`config.mk`:
```
export PLATFORM = sky130hd
export DESIGN_NAME = status_unit
export DESIGN_NICKNAME = d
export VERILOG_FILES = /design/src/rtl/arm_pkg.sv /design/src/rtl/flag_hazard_detect.sv /design/src/rtl/status_unit.sv
export SDC_FILE = /design/constraint.sdc
export NUM_CORES = 1
export LEC_CHECK = 0
export BUFFER_PORTS_ARGS = -buffer_cell sky130_fd_sc_hd__buf_2
export CORE_UTILIZATION = 52
export CTS_CLUSTER_DIAMETER = 60
export DETAILED_ROUTE_END_ITERATION = 12
export HOLD_SLACK_MARGIN = 0.03
export PLACE_DENSITY = 0.84
export SYNTH_ARGS = -nofsm -noshare
export SYNTH_HDL_FRONTEND = slang
export SYNTH_SLANG_ARGS = --single-unit
```
`constraint.sdc`:
```
create_clock -name clk -period 3.3 [get_ports clk]
set_clock_uncertainty 0.05 [all_clocks]
set_input_delay 0.165 -clock clk [delete_from_list [all_inputs] [get_ports clk]]
set_output_delay 0.165 -clock clk [all_outputs]
set_load 0.05 [all_outputs]
```
`src/rtl/arm_pkg.sv`:
```
// arm_pkg: shared ARM pipeline definitions.
//   - NZCV flag bit indices inside the 4-bit status vector {N,Z,C,V}
//   - condition-code field encodings (EQ .. AL, NV)
//   - common flag write-enable masks
//   - needs_flags(): true when a condition code reads at least one flag
package arm_pkg;

    localparam int FLAG_N = 3;
    localparam int FLAG_Z = 2;
    localparam int FLAG_C = 1;
    localparam int FLAG_V = 0;

    localparam logic [3:0] COND_EQ = 4'b0000;
    localparam logic [3:0] COND_NE = 4'b0001;
    localparam logic [3:0] COND_CS = 4'b0010;
    localparam logic [3:0] COND_CC = 4'b0011;
    localparam logic [3:0] COND_MI = 4'b0100;
    localparam logic [3:0] COND_PL = 4'b0101;
    localparam logic [3:0] COND_VS = 4'b0110;
    localparam logic [3:0] COND_VC = 4'b0111;
    localparam logic [3:0] COND_HI = 4'b1000;
    localparam logic [3:0] COND_LS = 4'b1001;
    localparam logic [3:0] COND_GE = 4'b1010;
    localparam logic [3:0] COND_LT = 4'b1011;
    localparam logic [3:0] COND_GT = 4'b1100;
    localparam logic [3:0] COND_LE = 4'b1101;
    localparam logic [3:0] COND_AL = 4'b1110;
    localparam logic [3:0] COND_NV = 4'b1111;

    // Arithmetic ops write all four flags; logical ops leave V alone.
    localparam logic [3:0] MASK_ARITH = 4'b1111;
    localparam logic [3:0] MASK_LOGIC = 4'b1110;

    // AL and NV are decided without looking at the flags; every other
    // code depends on at least one of N, Z, C, V.
    function automatic logic needs_flags(input logic [3:0] cond);
        return !((cond == COND_AL) || (cond == COND_NV));
    endfunction

endpackage

```
`src/rtl/flag_hazard_detect.sv`:
```
// flag_hazard_detect: combinational read-after-write flag hazard check
// between the flag-writing instruction in EXE and the conditional
// instruction in ID.
// Ports:
//   id_valid  in  ID holds a real instruction
//   id_cond   in  ID condition field
//   wr        in  EXE instruction will write the status register
//   haz       out ID instruction reads flags that EXE is about to change
module flag_hazard_detect
    import arm_pkg::*;
(
    input  logic       id_valid,
    input  logic [3:0] id_cond,
    input  logic       wr,
    output logic       haz
);

    // A zero flag_mask still raises a hazard: cheaper than comparing the
    // mask against the bits each condition actually reads.
    assign haz = id_valid & needs_flags(id_cond) & wr;

endmodule

```
`src/rtl/status_unit.sv`:
```
// status_unit: owns the ARM NZCV status register.
//   Commits masked flag updates from S-bit instructions at the end of EXE,
//   presents flags to the ID condition checker and the EXE ALU, resolves the
//   EXE->ID flag hazard (stall or bypass), and counts hazard stall cycles.
// Build option:
//   SR_BYPASS_EN  defined  : sr_id forwards the next flag value, never stalls
//                 undefined: sr_id = register, one-cycle stall per hazard
// Ports:
//   clk, rst_n     clock, asynchronous active-low reset
//   freeze         global stall: holds sr and the stall counter
//   exe_valid/exe_s/exe_cond_pass  qualify the flag write from EXE
//   alu_flags      {N,Z,C,V} from the ALU
//   flag_mask      per-flag write enable, {N,Z,C,V} order
//   id_valid/id_cond  conditional instruction in ID
//   clr_cnt        synchronous clear of stall_cnt (beats increment)
//   sr_id          flags for the ID condition checker
//   sr_exe         registered flags for the ALU carry-in
//   flag_stall     stall request for IF/ID
//   stall_cnt      saturating count of hazard stall cycles
module status_unit
    import arm_pkg::*;
#(
    parameter int CNT_W = 16
) (
    input  logic             clk,
    input  logic             rst_n,
    input  logic             freeze,
    input  logic             exe_valid,
    input  logic             exe_s,
    input  logic             exe_cond_pass,
    input  logic [3:0]       alu_flags,
    input  logic [3:0]       flag_mask,
    input  logic             id_valid,
    input  logic [3:0]       id_cond,
    input  logic             clr_cnt,
    output logic [3:0]       sr_id,
    output logic [3:0]       sr_exe,
    output logic             flag_stall,
    output logic [CNT_W-1:0] stall_cnt
);

    logic [3:0]       sr_reg;
    logic [3:0]       sr_next;
    logic [CNT_W-1:0] cnt_reg;
    logic             wr;

    assign wr = exe_valid & exe_s & exe_cond_pass;

    // Merge each flag individually: masked-off flags keep their old value.
    always_comb begin
        sr_next = sr_reg;
        if (wr) begin
            if (flag_mask[FLAG_N]) sr_next[FLAG_N] = alu_flags[FLAG_N];
            if (flag_mask[FLAG_Z]) sr_next[FLAG_Z] = alu_flags[FLAG_Z];
            if (flag_mask[FLAG_C]) sr_next[FLAG_C] = alu_flags[FLAG_C];
            if (flag_mask[FLAG_V]) sr_next[FLAG_V] = alu_flags[FLAG_V];
        end
    end

    // Under freeze the writer stays in EXE and commits once freeze drops.
    always_ff @(posedge clk or negedge rst_n) begin
        if (!rst_n) begin
            sr_reg <= 4'b0000;
        end else if (!freeze) begin
            sr_reg <= sr_next;
        end
    end

    assign sr_exe = sr_reg;

`ifdef SR_BYPASS_EN
    // Forwarding removes the hazard entirely; the counter never moves.
    assign sr_id      = sr_next;
    assign flag_stall = 1'b0;
`else
    logic haz;

    flag_hazard_detect u_haz (
        .id_valid (id_valid),
        .id_cond  (id_cond),
        .wr       (wr),
        .haz      (haz)
    );

    assign sr_id      = sr_reg;
    assign flag_stall = haz;
`endif

    // Saturating counter; clear takes priority and ignores freeze.
    always_ff @(posedge clk or negedge rst_n) begin
        if (!rst_n) begin
            cnt_reg <= '0;
        end else if (clr_cnt) begin
            cnt_reg <= '0;
        end else if (flag_stall && !freeze && (cnt_reg != {CNT_W{1'b1}})) begin
            cnt_reg <= cnt_reg + 1'b1;
        end
    end

    assign stall_cnt = cnt_reg;

endmodule

```
After elaboration in Yosys (flattened, before gate mapping) --
Cells that the tools add are included.
Storage, ports and cells: output and inout bits 25, bits in registers 20, input port bits 20, logic and storage cells 26
Operators by class: equal/unequal tests 3, mux-type cells 2, add/subtract/negate cells 1, reduce and logical (&&, ||, !) cells 10, bitwise operators 5
Operators with widths (number):
- 2-to-1 mux 16 bit | 2
- adder 16 x 1 -> 16 bit, second input constant | 1
- != test 16 bit, second input constant | 1
- AND reduction 3 bit | 4
- == test 4 bit, second input constant | 2
- bitwise AND 1 bit | 4
- logical AND 1 bit | 2
- logical NOT 1 bit | 2
- nonzero test 2 bit | 1
- logical OR 1 bit | 1
- NOT 1 bit | 1

Longest topological paths before layout --
word-level depth 9, mapped depth 7, depth with buffers taken out 5

Cells and area by module --
A second synthesis with hierarchy kept.
Unflattened totals: cell total of the unflattened synthesis 123, area, all modules 1152.4 sq um
Modules (own cells, without submodules):
- status_unit | area an instance 1142.3 sq um, cells each 121, sequential area each 500.5 sq um, instances 1
- flag_hazard_detect | area an instance 10.0 sq um, cells each 2, sequential area each 0.0 sq um, instances 1

Least setup slack after synthesis --
OpenSTA, ideal clock, no wires.
kind register -> register, from register cnt_reg[0] (netlist: stall_cnt[0]), to register cnt_reg[2] (netlist: stall_cnt[2]), setup time 0.125 ns, cell stages (with the launch flop) 6, data arrival time 2.051 ns, period minus slack after synthesis 2.226 ns, setup slack 1.074 ns, cells stage by stage dfrtp_1 > ha_1 > nand4_1 > or4_1 > nand3_1 > mux2_2
Between the ends: word-level cells in the longest chain between the ends 3, elaborated cells between the ends (all ways) 6, classes of those cells add/sub: 1; eq/ne: 1; mux: 2; reduce/logical: 2
RTL lines:
- start: declaration | line status_unit.sv:44 | logic [CNT_W-1:0] cnt_reg;
- start signal: assignment | line status_unit.sv:96 | cnt_reg <= cnt_reg + 1'b1;
- adder 16 x 1 -> 16 bit or != test 16 bit (tied branches) | line status_unit.sv:96, status_unit.sv:95
- 2-to-1 mux 16 bit or logical AND 1 bit (tied branches) | line status_unit.sv:95 | end else if (flag_stall && !freeze && (cnt_reg != {CNT_W{1'b1}})) begin
- 2-to-1 mux 16 bit or nonzero test 2 bit (tied branches)
Parallel ways exist; a longest one is shown, timed or not. The select of a mux whose other input is x is not followed. A chain may end at the register's enable or synchronous reset.

Worst setup path in the final report --
Ends and elaborated chain as after synthesis.

==> results.txt <==
Status: finished, final reports clean
# fillers: 157
Number of I/O pins: 45
Maxcap violations: 0
Final Setup Violations: 0
H-tree depth: 1
CTS clk-pin slew, worst paths: 0.11 ns
Syn Nets: 148
Synth Register Bits: 20
Crit-path cells: ha_1, nand4_1, or4_1, nand3_1, mux2_2
Hold depth: 2
Synth unique cells: 28
CTS tree: yes
Setup_tns: 0 ns
Overflow after GRT: 0
Largest net degree at the start of global routing: 25
F_max: 0.486 GHz
Via density: 5.87
P_leak: 0.657 nW
Final cycle utilization of the critical path: 0.623
Num Clock Sinks: 20
Crit path time final: 2.06 ns
Critical Path Sink: stall_cnt[2]
First-pass GRT wire length: 4.44 mm
Vias in the first global route: 1055
Post-Syn Area: 1180 sq um
Setup CP Type: register to register
Max VDD drop: 399 uV
Critical Path Max Stage Delay: 0.53 ns
Area growth from synthesis to layout: 22.0%
1st-iter DRT viols: 27
Antenna cells: 0
Share of cells above drive strength 1: 0.347
Area of the multi-input gates: 612 sq um
# hold bufs at CTS: 1
Met3 wire length: 149 um
Pwr Density: 368 nW/um^2
Floorplan row count: 16
Total CTS buffers: 3
Worst Hold Class: input pin to register
RSZ-0062 raised after global routing: no
Die height: 49.6 um
# resized after CTS: 0
Drt drc: 0
Sequential share of the synthesized area: 0.426
Final Max Slew Viols: 0
Reg2reg end: stall_cnt[2]
Max Used Layer: met4
FF/Latch Area: 500 sq um
Mean area per synthesized cell: 9.26 sq um
Worst Path Arrival: 2.20 ns
Tot Pwr: 0.528 mW
Final WL: 2.60 mm
Reg-to-Reg Start: stall_cnt[0]
Drt pass-1 iters: 4
Hold Vio Cnt, Final: 0
Max FO, Critical Path: 7
Drt wl/cell: 13.4 um
Antenna violations before repair: 0
HPWL Detailed: 1.86 mm
Critical-path top delay cell: or4_1
Max Root-Sink Buffers: 2
CP startpoint kind: register
Layout Nets: 190
Max transition margin: 0.488
Routed met1 length: 1.16 mm
Die span in x: 49.6 um
Root buffer cell: clkbuf_4
All-Layer GR Usage: 0.234
Critical Path Source: stall_cnt[0]
Total die area: 2460 sq um
CP required: 3.44 ns
Clk_lat worst skew: 0.30 ns
Worst-Margin Slew: 0.766 ns
R2r worst-path depth: 5
WL met2: 1.27 mm
Antenna Nets Post-Route: 0
Gpl congestion: 0.791
Post-CTS setup buffer count: 0
PortBufs: 43
Cell count after synthesis: 127
Initial Utilization: 0.576
Core Box Area: 2040 sq um
CP endpoint kind: register
YS warnings: 0
DR vias: 1138
Reg2Reg Setup Slack: 1.24 ns
==> power by group <==
group          internal [mW]  total, mW  switching (mW)  leakage [nW]
combinational         0.0366      0.148           0.112         0.370
sequential             0.257      0.264         0.00754         0.273
clock                 0.0426      0.116          0.0735        0.0138
total                  0.336      0.528           0.193         0.657
==> final cells by class <==
class                      count  area share
multi-input combinational     95       0.426
sequential                    20       0.349
timing repair buffer          48       0.183
tap                           27      0.0235
clock buffer                   3      0.0157
inverter                       1     0.00262
==> through the flow <==
step	std cells	setup WS [ns]	hold slack [ns]	cell area [sq um]	utilization
floorplan	127	1.07	-0.181	1180	-
global placement	187	1.12	0.0810	1370	0.672
detailed placement	187	1.05	0.0916	1370	0.672
CTS	191	1.27	0.0311	1410	0.688
global route	194	1.13	0.0437	1440	0.703
finish	194	1.24	0.0482	1440	0.703
==> flip-flops by register name, indices dropped and copies added, names as in the netlist <==
register / cells
stall_cnt: 16
sr_exe: 4
==> routing by layer <==
| layer | up-vias | global-route usage |
|---|---|---|
| li1 | 563 | - |
| met1 | 521 | 0.283 |
| met2 | 50 | 0.399 |
| met3 | 4 | 0.0463 |
| met4 | 0 | 0.105 |
| met5 | - | 0 |
==> worst max-delay path, delay by kind of cell, from the launching register on <==
| kind | cells | cell delay [ns] |
|---|---|---|
| adder cells (fa/ha/maj) | 1 | 0.22 |
| multiplexers | 1 | 0.34 |
| AND/OR/NAND/NOR | 3 | 0.91 |
| flip-flops | 1 | 0.43 |
==> cell usage in the layout, fill, tap and decap left out <==
master,count
a21oi_1,12
and3_1,1
and4_1,2
and4b_1,1
buf_2,43
buf_4,1
clkbuf_4,3
dfrtp_1,20
dlygate4sd3_1,4
ha_1,1
inv_1,1
mux2_2,9
nand2_1,10
nand2b_1,1
nand3_1,12
nand4_1,2
nand4_2,1
nand4b_1,1
nor2_1,6
nor2b_1,5
nor3_1,3
nor4_1,4
o21ai_0,3
o31ai_1,6
o41ai_1,3
or2_2,1
or3_1,2
or4_1,9
==> worst min-delay path by stage <==
stage                      start            end  slack [ns]
floorplan                  rst_n      sr_exe[0]       -0.18
global placement           rst_n  stall_cnt[15]        0.08
detailed placement         rst_n  stall_cnt[13]        0.09
CTS                 alu_flags[3]      sr_exe[3]        0.03
global route        alu_flags[2]      sr_exe[2]        0.04
finish              alu_flags[2]      sr_exe[2]        0.05
==> synth_stat cells, drive strengths merged <==
cell type	count	area share
a21oi	12	0.051
and3	1	0.0053
and4	2	0.015
and4b	1	0.0085
buf	6	0.034
clkbuf	5	0.017
dfrtp	20	0.43
ha	1	0.011
inv	1	0.0032
mux2	9	0.086
nand2	10	0.032
nand2b	1	0.0053
nand3	12	0.051
nand4	3	0.021
nand4b	1	0.0074
nor2	6	0.019
nor2b	5	0.027
nor3	3	0.013
nor4	4	0.021
o21ai	3	0.013
o31ai	6	0.038
o41ai	3	0.022
or2	1	0.0053
or3	2	0.011
or4	9	0.057
==> logic make-up (layout without fill, tap and decap cells) <==
group	after synthesis	in the layout	synth area share
AOI/OAI and AO/OA	24	24	0.124
muxes	9	9	0.0862
and+or+nand+nor	61	61	0.299
DFF	20	20	0.426
buffers and inverters	12	52	0.0542
adders and majority gates	1	1	0.0106
(Power assumes the default switching activity.)
